**src/rtl/pipe_hazard_ctrl.sv**
```systemverilog
// Central stall/flush scheduler for the 5-stage pipeline: per-stage hold/flush, bus timeout, halt handshake.
// Latency: hold_o/flush_o are combinational (zero latency); halt_ack_o, bus_err_o, stall_cnt_o are registered.
// Backpressure: data-bus wait and MDU busy stall upstream stages; a halt request freezes the whole pipe.
module pipe_hazard_ctrl #(
    parameter int TIMEOUT    = 256,
    parameter int CNT_W      = 32,
    parameter int REG_ADDR_W = 5
) (
    input  logic                  clk_100MHz,
    input  logic                  rst,
    input  logic                  mem_req_i,
    input  logic                  mem_ack_i,
    input  logic                  mdu_busy_i,
    input  logic                  id_rs1_re_i,
    input  logic [REG_ADDR_W-1:0] id_rs1_addr_i,
    input  logic                  id_rs2_re_i,
    input  logic [REG_ADDR_W-1:0] id_rs2_addr_i,
    input  logic                  ex_mem_r_ena_i,
    input  logic [REG_ADDR_W-1:0] ex_reg_w_addr_i,
    input  logic                  branch_i,
    input  logic                  halt_req_i,
    output logic                  halt_ack_o,
    output logic [4:0]            hold_o,
    output logic [4:0]            flush_o,
    output logic                  bus_err_o,
    output logic [CNT_W-1:0]      stall_cnt_o
);

    typedef enum logic [1:0] {S_RUN, S_MEM_WAIT, S_MDU_WAIT, S_HALT} state_t;

    localparam int WC_W = (TIMEOUT > 2) ? $clog2(TIMEOUT) : 1;
    localparam logic [WC_W-1:0] WC_LAST = WC_W'(TIMEOUT - 1);

    localparam logic [4:0] MEM_HOLD = 5'b01111, MEM_FLUSH = 5'b10000;
    localparam logic [4:0] MDU_HOLD = 5'b00111, MDU_FLUSH = 5'b01000;
    localparam logic [4:0] LU_HOLD  = 5'b00011, LU_FLUSH  = 5'b00100;
    localparam logic [4:0] BR_FLUSH = 5'b00110, ALL_ONES  = 5'b11111;

    state_t          state_q, state_d;
    logic [WC_W-1:0] wait_cnt_q, wait_cnt_d;
    logic            bus_err_q, bus_err_d;
    logic            halt_ack_q, halt_ack_d;
    logic [CNT_W-1:0] stall_cnt_q;

    logic membusy, loaduse;

    assign membusy = mem_req_i & ~mem_ack_i;
    assign loaduse = ex_mem_r_ena_i & (ex_reg_w_addr_i != '0) &
                     ((id_rs1_re_i & (id_rs1_addr_i == ex_reg_w_addr_i)) |
                      (id_rs2_re_i & (id_rs2_addr_i == ex_reg_w_addr_i)));

    // Next-state and zero-latency hold/flush selection; reset forces a full flush.
    always_comb begin
        state_d    = state_q;
        wait_cnt_d = wait_cnt_q;
        bus_err_d  = 1'b0;
        halt_ack_d = 1'b0;
        hold_o     = 5'b00000;
        flush_o    = 5'b00000;
        case (state_q)
            S_RUN: begin
                if (membusy) begin
                    hold_o = MEM_HOLD; flush_o = MEM_FLUSH;
                    wait_cnt_d = WC_W'(1);
                    state_d = S_MEM_WAIT;
                end else if (mdu_busy_i) begin
                    hold_o = MDU_HOLD; flush_o = MDU_FLUSH;
                    state_d = S_MDU_WAIT;
                end else if (halt_req_i) begin
                    hold_o = ALL_ONES;
                    state_d = S_HALT;
                end else if (branch_i) begin
                    // The ID instruction is wrong-path, so a load-use stall on it is moot.
                    flush_o = BR_FLUSH;
                end else if (loaduse) begin
                    hold_o = LU_HOLD; flush_o = LU_FLUSH;
                end
            end
            S_MEM_WAIT: begin
                if (mem_ack_i) begin
                    // Ack on the timeout cycle still completes the access cleanly.
                    wait_cnt_d = '0;
                    state_d = S_RUN;
                end else if (wait_cnt_q == WC_LAST) begin
                    // Abandon the access: the faulting instruction becomes a bubble.
                    flush_o = MEM_FLUSH;
                    wait_cnt_d = '0;
                    bus_err_d = 1'b1;
                    state_d = S_RUN;
                end else begin
                    hold_o = MEM_HOLD; flush_o = MEM_FLUSH;
                    wait_cnt_d = wait_cnt_q + WC_W'(1);
                end
            end
            S_MDU_WAIT: begin
                if (membusy) begin
                    // The older instruction in MEM takes precedence over the MDU op.
                    hold_o = MEM_HOLD; flush_o = MEM_FLUSH;
                    wait_cnt_d = WC_W'(1);
                    state_d = S_MEM_WAIT;
                end else if (mdu_busy_i) begin
                    hold_o = MDU_HOLD; flush_o = MDU_FLUSH;
                end else begin
                    state_d = S_RUN;
                end
            end
            default: begin
                hold_o = ALL_ONES;
                if (halt_req_i) halt_ack_d = 1'b1;
                else            state_d = S_RUN;
            end
        endcase
        if (rst) begin
            hold_o  = 5'b00000;
            flush_o = ALL_ONES;
        end
    end

    // State, wait counter, registered flags and saturating stall counter.
    always_ff @(posedge clk_100MHz) begin
        if (rst) begin
            state_q     <= S_RUN;
            wait_cnt_q  <= '0;
            bus_err_q   <= 1'b0;
            halt_ack_q  <= 1'b0;
            stall_cnt_q <= '0;
        end else begin
            state_q    <= state_d;
            wait_cnt_q <= wait_cnt_d;
            bus_err_q  <= bus_err_d;
            halt_ack_q <= halt_ack_d;
            if (hold_o[0] && !(&stall_cnt_q))
                stall_cnt_q <= stall_cnt_q + CNT_W'(1);
        end
    end

    assign halt_ack_o  = halt_ack_q;
    assign bus_err_o   = bus_err_q;
    assign stall_cnt_o = stall_cnt_q;

endmodule

```
**config.mk**
```make
export PLATFORM = sky130hd
export DESIGN_NAME = pipe_hazard_ctrl
export DESIGN_NICKNAME = d
export VERILOG_FILES = /design/src/rtl/pipe_hazard_ctrl.sv
export SDC_FILE = /design/constraint.sdc
export NUM_CORES = 1
export LEC_CHECK = 0
export BUFFER_PORTS_ARGS = -buffer_cell sky130_fd_sc_hd__buf_2
export CAP_MARGIN = 20
export CORE_ASPECT_RATIO = 0.6
export CORE_UTILIZATION = 28
export DETAILED_ROUTE_END_ITERATION = 10
export HOLD_SLACK_MARGIN = 0.12
export PLACE_DENSITY_LB_ADDON = 0.3
export SETUP_SLACK_MARGIN = 0.3
export SLEW_MARGIN = 20
export SYNTH_ARGS = -nofsm -noshare
export SYNTH_HDL_FRONTEND = slang
export SYNTH_SLANG_ARGS = --single-unit
```
**constraint.sdc**
```tcl
create_clock -name clk_100MHz -period 6.55 [get_ports clk_100MHz]
set_clock_uncertainty 0.1 [all_clocks]
set_input_delay 0.3275 -clock clk_100MHz [delete_from_list [all_inputs] [get_ports clk_100MHz]]
set_output_delay 0.3275 -clock clk_100MHz [all_outputs]
set_load 0.005 [all_outputs]
```
==> results.txt <==
The run finished with clean final reports. Leaving out fill and tap cells, the most frequent cells in the layout are sky130_fd_sc_hd__buf_2 (68), sky130_fd_sc_hd__dfxtp_1 (44), sky130_fd_sc_hd__nand2_1 (27). The share of flip-flops with an asynchronous set or reset after synthesis is 0%, and the number of max-slew violations in the final report is 0. The tools report the total clock sinks as 44. Fraction of layout instances using a drive strength above 1: 23.3%.

The via count of the routed design is 2738, and the ratio of total power to cell area is 259 nW/um^2. The worst setup path is captured at a primary output. After detailed placement, the total cell area comes to 3080 um^2. Summed over all failing endpoints, the final setup total negative slack is 0 ns. Summed over all nets, the half-perimeter wirelength after detailed placement is 5300 um. In this run the standard cell core region covers 9190 um^2. The logs give 29.0% for the initial cell density of the core and 0 for the number of DRC violations after detailed routing.

The logs give 0 for the initial antenna violation count and 5 for the CTS buffer count. The upper clock frequency limit was 295 MHz. After floorplanning, the core was divided into 27 placement rows. Entering global routing, the biggest net connects 59 pins.

The worst-case IR drop observed on VDD is 96.0 uV. Start-to-end type of the worst setup path: flip-flop to primary output. The transition time at the pin with the least slew margin was 0.932 ns.

Post-synthesis sequential element count: 44. Hold repair after CTS inserted 0 buffers. In this run the remaining antenna-violating nets after routing total 0. In this run the mean area of a mapped cell was 8.35 um^2. For this design the static power due to leakage is 1.27 nW.

The final cycle utilization of the critical path is 51.8%. The number of DRC markers after the initial detailed-route iteration is 213. The area growth from synthesis to layout is 22.4%. The cell count after synthesis came out at 319. The min-delay analysis places its worst path in the category input pin to flip-flop.

The final routed wirelength across all metal layers was 7440 um; the net count after synthesis was 350. The clock period could shrink to 3.39 ns. The first-pass GRT wire length came out at 12100 um. Measured along the y axis, the die boundary spans 77.6 um. The total number of nets in the final design was 409. Type of origin of the critical path: a flip-flop. Yosys printed 0 warnings. After detailed routing, the average wire length per cell comes to 14.6 um. The tools report the number of primary I/O pins as 69.

The clock transition at the register clock pins on the worst setup and hold paths after CTS came out at 0.06 ns. 0 antenna diodes ended up in the layout. Hold violation count in the final report: 0. The tools report the number of gates resized after cts as 0. After synthesis the cells add up to 2660 um^2. The ratio of routed vias to standard cells is 5.39. Main flop type after synthesis: sky130_fd_sc_hd__dfxtp_1. The design draws 0.000845 W.

At the later pin of the worst-skew pair, clock insertion delay measures 0.29 ns. The maximum net fanout on the critical path came out at 58. The floorplan die area is 9920 um^2.

The first detailed-routing pass took 4 iterations. Once layout is done, the placed cells without fillers occupy 3260 um^2. TritonCTS built the clock tree.

The H-tree was split into 2 levels. Yosys mapped the design onto 55 distinct sky130hd cell types. The post-CTS setup buffer count is 0. In this run, synthesis inferred 0 flip-flops with an integrated enable. No sink is reached through more buffers than the 2 on the longest clock path.

The most common library cell in the layout ignoring fill and taps was sky130_fd_sc_hd__buf_2. Buffers placed on the I/O ports in this run total 68. Setup violations remaining at the end of the flow were counted as 0.

The max capacitance violation total is 0. Setup repair after global routing left no endpoint under its margin. The tools report the setup slack of the most critical reg-to-reg path as 3.53 ns. The clock root buffer master is sky130_fd_sc_hd__clkbuf_16. Measured against its own limit, the worst slew margin works out to 37.9%. At the end of routability-driven placement, the weighted congestion stood at 0.768. The die is 128 um wide. The required arrival time at the worst endpoint is 6.12 ns. The tools report the via count of the first global-routing pass as 2493. Of the synthesized area, sequential elements account for 33.1%. The all-layer global routing usage was 15.5%.

The run gives 2.97 ns as the critical path data arrival time. The total overflow left after global routing is 0.
-- cells by family after synthesis --
kind of cell	synth area share (%)
and+or+nand+nor	31.2
AOI/OAI and AO/OA	21.4
buffers and inverters	5.26
muxes	1.64
adders and majority gates	2.82
DFF	33.1
xor gates and xnor gates	4.60
-- path summary, 6_finish.rpt --
check,end,startpoint,depth (start not counted)
hold reg to reg,wait_cnt_q[7],wait_cnt_q[7],2
setup / recovery,hold_o[0],state_q[0],8
hold / removal,halt_ack_o,halt_req_i,3
setup reg to reg,stall_cnt_o[7],state_q[0],8
-- per-stage QoR --
| stage | cells | worst slack, ns | hold WS [ns] | utilization [%] |
|---|---|---|---|---|
| after CTS | 508 | 3.14 | 0.247 | 35.5 |
| after global placement | 501 | 3.59 | 0.372 | 33.5 |
| after detailed placement | 501 | 3.47 | 0.371 | 33.5 |
| after global routing | 508 | 2.99 | 0.263 | 35.5 |
| after floorplan | 319 | 4.07 | 0.341 | - |
| final | 508 | 3.16 | 0.256 | 35.5 |
-- cells in the mapped netlist, types with 2 or more instances --
library cell | n | share of area [%]
sky130_fd_sc_hd__dfxtp_1 | 44 | 33
sky130_fd_sc_hd__nand2_1 | 27 | 3.8
sky130_fd_sc_hd__a21oi_1 | 26 | 4.9
sky130_fd_sc_hd__nor2_1 | 21 | 3.0
sky130_fd_sc_hd__o31ai_1 | 19 | 5.4
sky130_fd_sc_hd__or4_1 | 18 | 5.1
sky130_fd_sc_hd__nand4_1 | 14 | 3.3
sky130_fd_sc_hd__nand3_1 | 13 | 2.4
sky130_fd_sc_hd__xor2_1 | 12 | 3.9
sky130_fd_sc_hd__inv_1 | 9 | 1.3
sky130_fd_sc_hd__o41ai_1 | 8 | 2.6
sky130_fd_sc_hd__buf_2 | 7 | 1.3
sky130_fd_sc_hd__ha_1 | 6 | 2.8
sky130_fd_sc_hd__nor3_1 | 6 | 1.1
sky130_fd_sc_hd__o21ai_0 | 6 | 1.1
sky130_fd_sc_hd__o311ai_0 | 6 | 2.0
sky130_fd_sc_hd__or3_1 | 6 | 1.4
sky130_fd_sc_hd__and3_1 | 5 | 1.2
sky130_fd_sc_hd__nor2b_1 | 5 | 1.2
sky130_fd_sc_hd__and4_1 | 4 | 1.3
sky130_fd_sc_hd__buf_4 | 4 | 1.1
sky130_fd_sc_hd__nor4_1 | 4 | 0.94
sky130_fd_sc_hd__clkbuf_1 | 3 | 0.42
sky130_fd_sc_hd__mux2_2 | 3 | 1.3
sky130_fd_sc_hd__nand2b_1 | 3 | 0.70
sky130_fd_sc_hd__nand4b_1 | 3 | 0.99
sky130_fd_sc_hd__a21o_1 | 2 | 0.56
sky130_fd_sc_hd__a311oi_1 | 2 | 0.66
sky130_fd_sc_hd__and2_1 | 2 | 0.47
sky130_fd_sc_hd__buf_1 | 2 | 0.28
sky130_fd_sc_hd__buf_6 | 2 | 0.85
sky130_fd_sc_hd__nand3b_1 | 2 | 0.56
sky130_fd_sc_hd__o21a_1 | 2 | 0.56
sky130_fd_sc_hd__xnor2_1 | 2 | 0.66
-- power by group --
| part | leakage, nW | internal, W | total (W) | switching, W |
|---|---|---|---|---|
| registers | 0.355 | 0.000281 | 0.000292 | 0.0000119 |
| clock network | 0.0899 | 0.000216 | 0.000320 | 0.000104 |
| logic | 0.821 | 0.0000806 | 0.000232 | 0.000152 |
-- cell type report --
cell class	instances	area [um^2]
clock buffers	5	125
clock inverters	2	60.1
fillers	981	5930
inverters	9	33.8
multi-input cells	248	1640
flip-flops and latches	44	881
well taps	130	163
repair buffers	70	355
-- state kept, by name, indices dropped and copies added (netlist names) --
register     cells
stall_cnt_o     32
wait_cnt_q       8
state_q          2
bus_err_o        1
halt_ack_o       1
-- routing by layer --
layer	vias to the layer above	GRT usage [%]	share of wire (%)
met3	7	3.93	6.0
met2	76	22.1	40
li1	1349	-	-
met5	-	0	0
met4	0	4.71	0.83
met1	1306	22.4	53
-- worst max-delay path, stage by stage, from the launching register on --
cell and delay (ns):
sky130_fd_sc_hd__dfxtp_1 0.38, sky130_fd_sc_hd__inv_1 0.08, sky130_fd_sc_hd__ha_1 0.27, sky130_fd_sc_hd__nand2_1 0.10, sky130_fd_sc_hd__or3b_1 0.36, sky130_fd_sc_hd__a211oi_2 0.30
sky130_fd_sc_hd__o22a_2 0.80, sky130_fd_sc_hd__inv_1 0.17, sky130_fd_sc_hd__buf_2 0.18
Power figures use the tool's default switching activity.
